$ cat src/rtl/phase_timer_pkg.sv
// Shared definitions for the phase timer: legal lane patterns, lamp colour
// codes, the phase encoding and small helpers used when sampling a lane/time.
package phase_timer_pkg;

   localparam logic [7:0] LANE_NS = 8'b00110011;
   localparam logic [7:0] LANE_EW = 8'b11001100;

   localparam logic [1:0] COL_RED    = 2'b00;
   localparam logic [1:0] COL_YELLOW = 2'b01;
   localparam logic [1:0] COL_GREEN  = 2'b11;

   typedef enum logic [1:0] {
      PH_ALL_RED = 2'd0,
      PH_GREEN   = 2'd1,
      PH_YELLOW  = 2'd2
   } phase_e;

   // Only the two non-conflicting patterns may ever be driven green.
   function automatic logic is_legal(input logic [7:0] lane);
      return (lane == LANE_NS) || (lane == LANE_EW);
   endfunction

   // A zero duration would never expire cleanly, so it is promoted to one tick.
   function automatic logic [6:0] clamp_time(input logic [6:0] t);
      return (t == 7'd0) ? 7'd1 : t;
   endfunction

   // Turns every green direction code into yellow; red directions stay red.
   function automatic logic [7:0] yellow_of(input logic [7:0] lane);
      logic [7:0] res;
      res = '0;
      for (int i = 0; i < 4; i++) begin
         if (lane[2*i +: 2] == COL_GREEN) begin
            res[2*i +: 2] = COL_YELLOW;
         end else begin
            res[2*i +: 2] = COL_RED;
         end
      end
      return res;
   endfunction

endpackage

$ cat src/rtl/phase_timer_tick_prescaler.sv
// Divides the system clock into timing ticks. The count restarts on request so
// every phase starts on a whole-tick boundary. tick_next tells the FSM that the
// coming edge will carry a tick, which lets it raise load_req one cycle early.
module tick_prescaler #(
   parameter int unsigned TICK_DIV = 50
) (
   input  logic clk,
   input  logic rst,
   input  logic restart,
   output logic tick,
   output logic tick_next
);

   localparam int unsigned W = (TICK_DIV > 1) ? $clog2(TICK_DIV) : 1;
   localparam logic [W-1:0] LAST = W'(TICK_DIV - 1);

   logic [W-1:0] count_q;
   logic [W-1:0] count_d;

   // Next count: wrap after the last value, or start over when asked.
   always_comb begin
      count_d = count_q;
      if (restart || (count_q == LAST)) begin
         count_d = '0;
      end else begin
         count_d = count_q + 1'b1;
      end
   end

   assign tick      = (count_q == LAST);
   assign tick_next = (count_d == LAST);

   // Prescaler count register.
   always_ff @(posedge clk or negedge rst) begin
      if (!rst) begin
         count_q <= '0;
      end else begin
         count_q <= count_d;
      end
   end

endmodule

$ cat src/rtl/phase_timer.sv
// Traffic phase timer: holds the sampled lane green for its loaded duration,
// then inserts yellow and all-red clearance before any change of lane.
// load_req is raised in the cycle whose closing edge samples lane_in/load_time.
module phase_timer
   import phase_timer_pkg::*;
#(
   parameter int unsigned TICK_DIV     = 50,
   parameter int unsigned YELLOW_TIME  = 3,
   parameter int unsigned ALL_RED_TIME = 1
) (
   input  logic       clk,
   input  logic       rst,
   input  logic [7:0] lane_in,
   input  logic [6:0] load_time,
   output logic [7:0] lights,
   output logic       load_req,
   output logic [6:0] remaining,
   output logic [1:0] phase
);

   localparam logic [6:0] YELLOW_T  = 7'(YELLOW_TIME);
   localparam logic [6:0] ALL_RED_T = 7'(ALL_RED_TIME);

   phase_e     state_q, state_d;
   logic [7:0] active_q, active_d;
   logic [7:0] pend_lane_q, pend_lane_d;
   logic [6:0] pend_time_q, pend_time_d;
   logic       pend_valid_q, pend_valid_d;
   logic [6:0] cnt_q, cnt_d;
   logic [7:0] lights_q, lights_d;
   logic       load_req_q, load_req_d;
   logic       tick, tick_next, restart, expire;

   tick_prescaler #(
      .TICK_DIV (TICK_DIV)
   ) u_prescaler (
      .clk       (clk),
      .rst       (rst),
      .restart   (restart),
      .tick      (tick),
      .tick_next (tick_next)
   );

   // Phase sequencing: count ticks, and on expiry decide the next phase from
   // the pending lane or from the lane/time sampled on this edge.
   always_comb begin
      state_d      = state_q;
      active_d     = active_q;
      pend_lane_d  = pend_lane_q;
      pend_time_d  = pend_time_q;
      pend_valid_d = pend_valid_q;
      cnt_d        = cnt_q;
      restart      = 1'b0;
      expire       = tick && (cnt_q == 7'd1);
      if (tick && !expire) begin
         cnt_d = cnt_q - 7'd1;
      end
      if (expire) begin
         restart = 1'b1;
         case (state_q)
            PH_ALL_RED: begin
               if (pend_valid_q) begin
                  state_d      = PH_GREEN;
                  active_d     = pend_lane_q;
                  cnt_d        = pend_time_q;
                  pend_valid_d = 1'b0;
               end else if (is_legal(lane_in)) begin
                  state_d  = PH_GREEN;
                  active_d = lane_in;
                  cnt_d    = clamp_time(load_time);
               end else begin
                  cnt_d = ALL_RED_T;
               end
            end
            PH_GREEN: begin
               if (lane_in == active_q) begin
                  cnt_d = clamp_time(load_time);
               end else if (is_legal(lane_in)) begin
                  pend_lane_d  = lane_in;
                  pend_time_d  = clamp_time(load_time);
                  pend_valid_d = 1'b1;
                  state_d      = PH_YELLOW;
                  cnt_d        = YELLOW_T;
               end else begin
                  pend_valid_d = 1'b0;
                  state_d      = PH_YELLOW;
                  cnt_d        = YELLOW_T;
               end
            end
            PH_YELLOW: begin
               state_d = PH_ALL_RED;
               cnt_d   = ALL_RED_T;
            end
            default: begin
               state_d = PH_ALL_RED;
               cnt_d   = ALL_RED_T;
            end
         endcase
      end
   end

   // Lamp drive and sample request, computed from next state so they register
   // in step with the phase; the request looks one edge ahead to the sample.
   always_comb begin
      lights_d = '0;
      case (state_d)
         PH_GREEN:  lights_d = active_d;
         PH_YELLOW: lights_d = yellow_of(active_d);
         default:   lights_d = '0;
      endcase
      load_req_d = tick_next && (cnt_d == 7'd1) &&
                   ((state_d == PH_GREEN) ||
                    ((state_d == PH_ALL_RED) && !pend_valid_d));
   end

   // All FSM state and registered outputs; reset forces lamps dark at once.
   always_ff @(posedge clk or negedge rst) begin
      if (!rst) begin
         state_q      <= PH_ALL_RED;
         active_q     <= '0;
         pend_lane_q  <= '0;
         pend_time_q  <= 7'd1;
         pend_valid_q <= 1'b0;
         cnt_q        <= ALL_RED_T;
         lights_q     <= '0;
         load_req_q   <= 1'b0;
      end else begin
         state_q      <= state_d;
         active_q     <= active_d;
         pend_lane_q  <= pend_lane_d;
         pend_time_q  <= pend_time_d;
         pend_valid_q <= pend_valid_d;
         cnt_q        <= cnt_d;
         lights_q     <= lights_d;
         load_req_q   <= load_req_d;
      end
   end

   assign lights    = lights_q;
   assign load_req  = load_req_q;
   assign remaining = cnt_q;
   assign phase     = state_q;

endmodule
$ cat config.mk
export PLATFORM = sky130hd
export DESIGN_NAME = phase_timer
export DESIGN_NICKNAME = d
export VERILOG_FILES = /design/src/rtl/phase_timer_pkg.sv /design/src/rtl/phase_timer_tick_prescaler.sv /design/src/rtl/phase_timer.sv
export SDC_FILE = /design/constraint.sdc
export NUM_CORES = 1
export LEC_CHECK = 0
export CAP_MARGIN = 15
export CORE_MARGIN = 2
export CORE_UTILIZATION = 50
export DETAILED_ROUTE_END_ITERATION = 8
export PLACE_DENSITY = 0.73
export SYNTH_ARGS = -nofsm -noshare
export SYNTH_HDL_FRONTEND = slang
export SYNTH_SLANG_ARGS = --single-unit
export TNS_END_PERCENT = 1
$ cat constraint.sdc
create_clock -name clk -period 6.7 [get_ports clk]
set_clock_uncertainty 0.1 [all_clocks]
set_input_delay 1.005 -clock clk [delete_from_list [all_inputs] [get_ports clk]]
set_output_delay 1.005 -clock clk [all_outputs]
set_load 0.01 [all_outputs]
Word level (Yosys, flattened, before mapping)
Cells that the tools add are included.

operators by class
  $add $sub $neg = 2
  equal/unequal tests = 14
  multiplexer cells = 27
  bitwise operators = 1
  reductions and logical operators = 14

operators by type and width
  operator             count
  $mux 7               6
  $mux 8               4
  $pmux 8 s2           1
  $eq 7x1->1 const B   2
  $pmux 7 s2           1
  $eq 6x6->1 const B   2
  $eq 2x2->1 const B   5
  $eq 8x6->1 const B   1
  $eq 8x8->1           1
  $eq 8x8->1 const B   1
  $mux 1               8
  $mux 2               4
  $logic_not 7->1      1
  $sub 7x1->7 const B  1
  $add 6x1->6 const B  1
  $mux 6               1
  $logic_and 1x1->1    5
  $eq 2x1->1 const B   2
  $logic_not 2->1      2
  $pmux 2 s2           1
  $reduce_and 4->1     1
  $logic_or 1x1->1     3
  $logic_not 1->1      2
  $pmux 1 s2           1
  $not 1->1            1

storage, ports and cells
  bits in registers = 48
  bits of input ports = 17
  output and inout bits = 18

Depth between registers and ports, before layout
  word-level depth = 10
  mapped depth = 14

Cells and area by module
Synthesis repeated with hierarchy kept, for this count alone.

unflattened totals
  cells, all modules = 271
  area, all modules = 2567.5 um2

modules (own cells, without submodules)
  module          times used  cells an instance  area an instance (um2)  seq. area each (um2)
  phase_timer     1           236                2223.4                  1053.5
  tick_prescaler  1           35                 344.1                   150.1

Worst setup path after synthesis
No wires, ideal clock.

  kind = input to register
  from = input port lane_in[5]
  to = register load_req_q (netlist: load_req)
  library setup time = 0.094 ns
  arrival = 3.626 ns
  setup slack = 2.880 ns
  cell stages on the path = 13
  cell sequence = nand4bb_1 > nor4_1 > nor2_1 > nand2_1 > a31oi_1 > o22ai_1 > ha_1 > clkbuf_1 > nor2_1 > nor4b_1 > o2111ai_1 > or4_4 > nor4b_4

on the way
  word-level cells in the longest chain between the ends = 10
  elaborated cells on any way between the ends = 26
  classes of those cells = eq/ne (5); mux (14); reduce/logical (7)

ends and longest elaborated chain
  item                                             RTL line               source
  from (decl)                                      phase_timer.sv:13      input logic [7:0] lane_in,
  $eq 8x6->1 / $eq 8x8->1 (equally long branches)  phase_timer_pkg.sv:20  return (lane == LANE_NS) || (lane == LANE_EW);
  $logic_or 1x1->1                                 phase_timer_pkg.sv:20
  $mux 2                                           phase_timer.sv:67      end else if (is_legal(lane_in)) begin
  $mux 2                                           phase_timer.sv:62      if (pend_valid_q) begin
  $pmux 2 s2 (*)                                   phase_timer.sv:60      case (state_q)
  $mux 2 (*)                                       phase_timer.sv:58      if (expire) begin
  named net state_d[0]                             phase_timer.sv:24      phase_e state_q, state_d;
  $logic_not 2->1                                  phase_timer.sv:113     ((state_d == PH_ALL_RED) && !pend_valid_d));
  $logic_and 1x1->1                                phase_timer.sv:113
  $logic_or 1x1->1 (*)                             phase_timer.sv:112     ((state_d == PH_GREEN) ||
  $logic_and 1x1->1 (*)                            phase_timer.sv:111     load_req_d = tick_next && (cnt_d == 7'd1) &&
  named net load_req_d                             phase_timer.sv:31      logic load_req_q, load_req_d;
  to (signal assigned)                             phase_timer.sv:135     load_req_q <= load_req_d;
  to (decl)                                        phase_timer.sv:31

Mark *: on every way through the listed nets, which the timed path passes. The rest lies on a longest branch.
A chain may end at the register's enable or synchronous reset.

Worst setup path in the final report
  from = input port lane_in[7]
  to = register load_req_q (netlist: load_req)

The elaborated chain is that of the path after synthesis.

==> results.toml <==
[yosys]
synth_xor_area_frac = 0.0481
yosysSeqAreaShare = 0.472
synthSimpleGateAreaFrac = 0.259
synthAdderAreaFrac = 0.0344
synth.area.mux_share = 0.00884
synth_compound_area_frac = 0.140
synth_area_sq_um = 2550
synth_edf_count = 0
synth-seq-cells = 48
synth_top_family_by_area = "simple AND/OR/NAND/NOR gates"
syn_avg_cell_area_sq_um = 9.54
ys_warn_count = 0
ys.flop_type = "dfrtp_1"
syn-num-nets = 291
syn_inst = 267
ys_types = 58
ys_async_sr_fraction = 1.00

[floorplan]
dieArea_sq_um = 5680
die_h_um = 75.4
start_util = 0.529
die_w_um = 75.4
core_sq_um = 4820
rows = 25
io_pins = 35

[clock_network]
worstSkewPairLatency_ns = 0.29
clk_pin_slew_ns = 0.08
numCtsBuffers = 5
cts_resized = 0
cts_tree = "done"
cts_buffer_depth = 2
cts_setup_buffers = 0
cts_num_sinks = 48
htreeDepth = 2
holdBufCountCts = 0
cts_root_buf = "clkbuf_8"

[sta]
slew_violations = 0
rsz0062_at_grt = "false"
finalHoldViolCount = 0
setup_tns_ns = 0
min_period_ns = 4.36
max_clock_freq_ghz = 0.229
setup_viol = 0
fin_crit_sh = 0.651
tightest_slew_ns = 0.733
slew_headroom = 0.507

[power]
p_int_mw = 0.414
clkPwrFrac = 0.389
p_comb_frac = 0.049
pwr-share-seq = 0.562
ir_worst_vdd_mv = 0.0959
p_switching_mw = 0.102
power_mw = 0.517
leakage_nw = 1.34
power.density_nw_per_um2 = 170
switching_share = 0.198

[run_status]
status = "finished clean"

[worst_setup_path]
path_delay_family = "simple AND/OR/NAND/NOR gates"
crit_path_start = "lane_in[7]"
critPathKind = "in2reg"
slowest_delay_ns = 0.56
cp_slowest_cell = "clkdlybuf4s50_1"
crit_chain = "clkdlybuf4s50_1 > nand4bb_1 > nor4_1 > nor2_1 > nand2_1 > a31oi_1 > o22ai_1 > ha_1 > nor2_1 > nor4b_1 > o2111ai_1 > or4_4 > nor4b_4"
critPathCaptureType = "flop"
regToRegStartpoint = "remaining[0]$_DFF_PN1_"
crit_top_cell = "nor2_1"
cp.required_ns = 6.81
critPathMaxFanout = 9
worst-path-buf-inv = 1
cp-start-kind = "input pin"
cp.arrival_ns = 4.47

[global_routing]
grt_max_degree = 49
antenna_found_initial = 0
track_usage = 0.224
overflow = 0
grt_pass1_vias = 1994
grt_pass1_wl_um = 9430

[cells_and_area]
fin_util = 0.632
final_common_cell = "nand2_1"
antenna_cells = 0
layout-drive-gt1-share = 0.0762
mostFrequentLayoutCells = "nand2_1 (54), dfrtp_1 (46), clkdlybuf4s50_1 (33)"
fin_nets = 325
syn_to_final_growth_pct = 19.6

[min_path]
hold_class = "reg2reg"
hp-start = "pend_time_q[4]$_DFFE_PN0P_"

[detailed_routing]
first_pass_iters = 4
vias_per_cell = 5.61
drcViolationCount = 0
ant_nets = 0
drt-initial-drc-count = 98
routedWlPerCell_um = 15.9
wl_um = 5850
vias = 2071

[run]
max_cap_viol_count = 0

[place]
io_buffers = 34
gp_congestion = 0.881
hpwl_um = 4450
path summary, 6_finish.rpt:
kind	to	slack, ns	depth (start not counted)
setup / recovery	load_req$_DFF_PN0_	2.34	13
hold / removal	pend_time_q[4]$_DFFE_PN0P_	0.38	2
setup reg to reg	load_req$_DFF_PN0_	3.09	11
hold reg to reg	pend_time_q[4]$_DFFE_PN0P_	0.38	2
max in group asynchronous	pend_time_q[0]$_DFFE_PN1P_	5.57	2
min in group asynchronous	pend_time_q[4]$_DFFE_PN0P_	0.42	1
Yosys cell counts, drive strengths merged, types with 2 or more instances:
| cell type | instances | area [sq um] |
|---|---|---|
| o211a | 2 | 20.0 |
| nand4 | 5 | 31.3 |
| clkbuf | 5 | 18.8 |
| nand2 | 54 | 203 |
| xor2 | 2 | 17.5 |
| o21ai | 10 | 50.1 |
| o21bai | 2 | 15.0 |
| nor3b | 3 | 22.5 |
| ha | 7 | 87.6 |
| o22ai | 7 | 50.1 |
| or3 | 6 | 42.5 |
| nor2b | 2 | 12.5 |
| and3 | 2 | 12.5 |
| mux2 | 2 | 22.5 |
| dfrtp | 46 | 1150 |
| o31ai | 2 | 15.0 |
| nor4b | 4 | 56.3 |
| a31oi | 2 | 12.5 |
| nor4 | 4 | 31.3 |
| o211ai | 3 | 22.5 |
| inv | 12 | 45.0 |
| nor3 | 10 | 55.1 |
| and3b | 2 | 17.5 |
| a21oi | 15 | 75.1 |
| nor2 | 16 | 67.6 |
| a211o | 2 | 17.5 |
| nand3 | 4 | 20.0 |
| dfstp | 2 | 52.6 |
| or4 | 2 | 18.8 |
| xnor2 | 12 | 105 |
| a22o | 2 | 17.5 |
| nand4bb | 2 | 22.5 |
| buf | 3 | 27.5 |
cell families (layout without fill, tap and decap cells):
| group | count (synthesis) | after routing |
|---|---|---|
| fa+ha+maj | 7 | 7 |
| flops | 48 | 48 |
| simple gates | 121 | 121 |
| xor+xnor | 14 | 14 |
| buf+inv | 21 | 56 |
| mux | 2 | 2 |
| compound gates | 54 | 54 |
power by group through the flow:
stage / Combinational [mW] / Sequential, mW / Clock, mW
floorplan: 0.00557 / 0.296 / 0
global placement: 0.0243 / 0.296 / 0
detailed placement: 0.0243 / 0.296 / 0
CTS: 0.0244 / 0.290 / 0.206
global route: 0.0283 / 0.290 / 0.219
finish: 0.0255 / 0.290 / 0.201
worst min-delay path, stage by stage (launching register included):
cell and delay (ns):
dfrtp_1 0.35, nand2_1 0.05, nand2_1 0.05
flip-flops by register name, indices dropped and copies added, names as in the netlist:
register             flops
pend_lane_q              8
pend_time_q              7
u_prescaler.count_q      6
remaining                7
pend_valid_q             1
phase                    2
active_q                 8
load_req                 1
lights                   8
stage by stage:
| step | hold WS [ns] | setup slack, ns | cells | cell area, sq um |
|---|---|---|---|---|
| CTS | 0.380 | 2.36 | 368 | 3030 |
| finish | 0.379 | 2.34 | 369 | 3050 |
| detailed placement | 0.360 | 2.04 | 360 | 2920 |
| global placement | 0.352 | 2.09 | 360 | 2920 |
| global route | 0.412 | 1.98 | 369 | 3050 |
| floorplan | 0.339 | 2.88 | 267 | 2550 |
metal layers:
layer  up-vias  routed length (um)  global-route usage
met3         2                 187              0.0370
met5         -                   0                   0
met2        50                3030               0.395
met1      1003                2610               0.285
met4         0                  23              0.0624
li1       1016                   -                   -
cell type report:
type / count / area, sq um
well taps: 67 / 83.8
clock buffers: 7 / 76.3
fillers: 454 / 1770
repair buffers: 35 / 355
clock inverters: 1 / 30.0
inverters: 13 / 48.8
flip-flops and latches: 48 / 1200
multi-input cells: 198 / 1250
No activity file was read; power rests on OpenSTA's default activity.
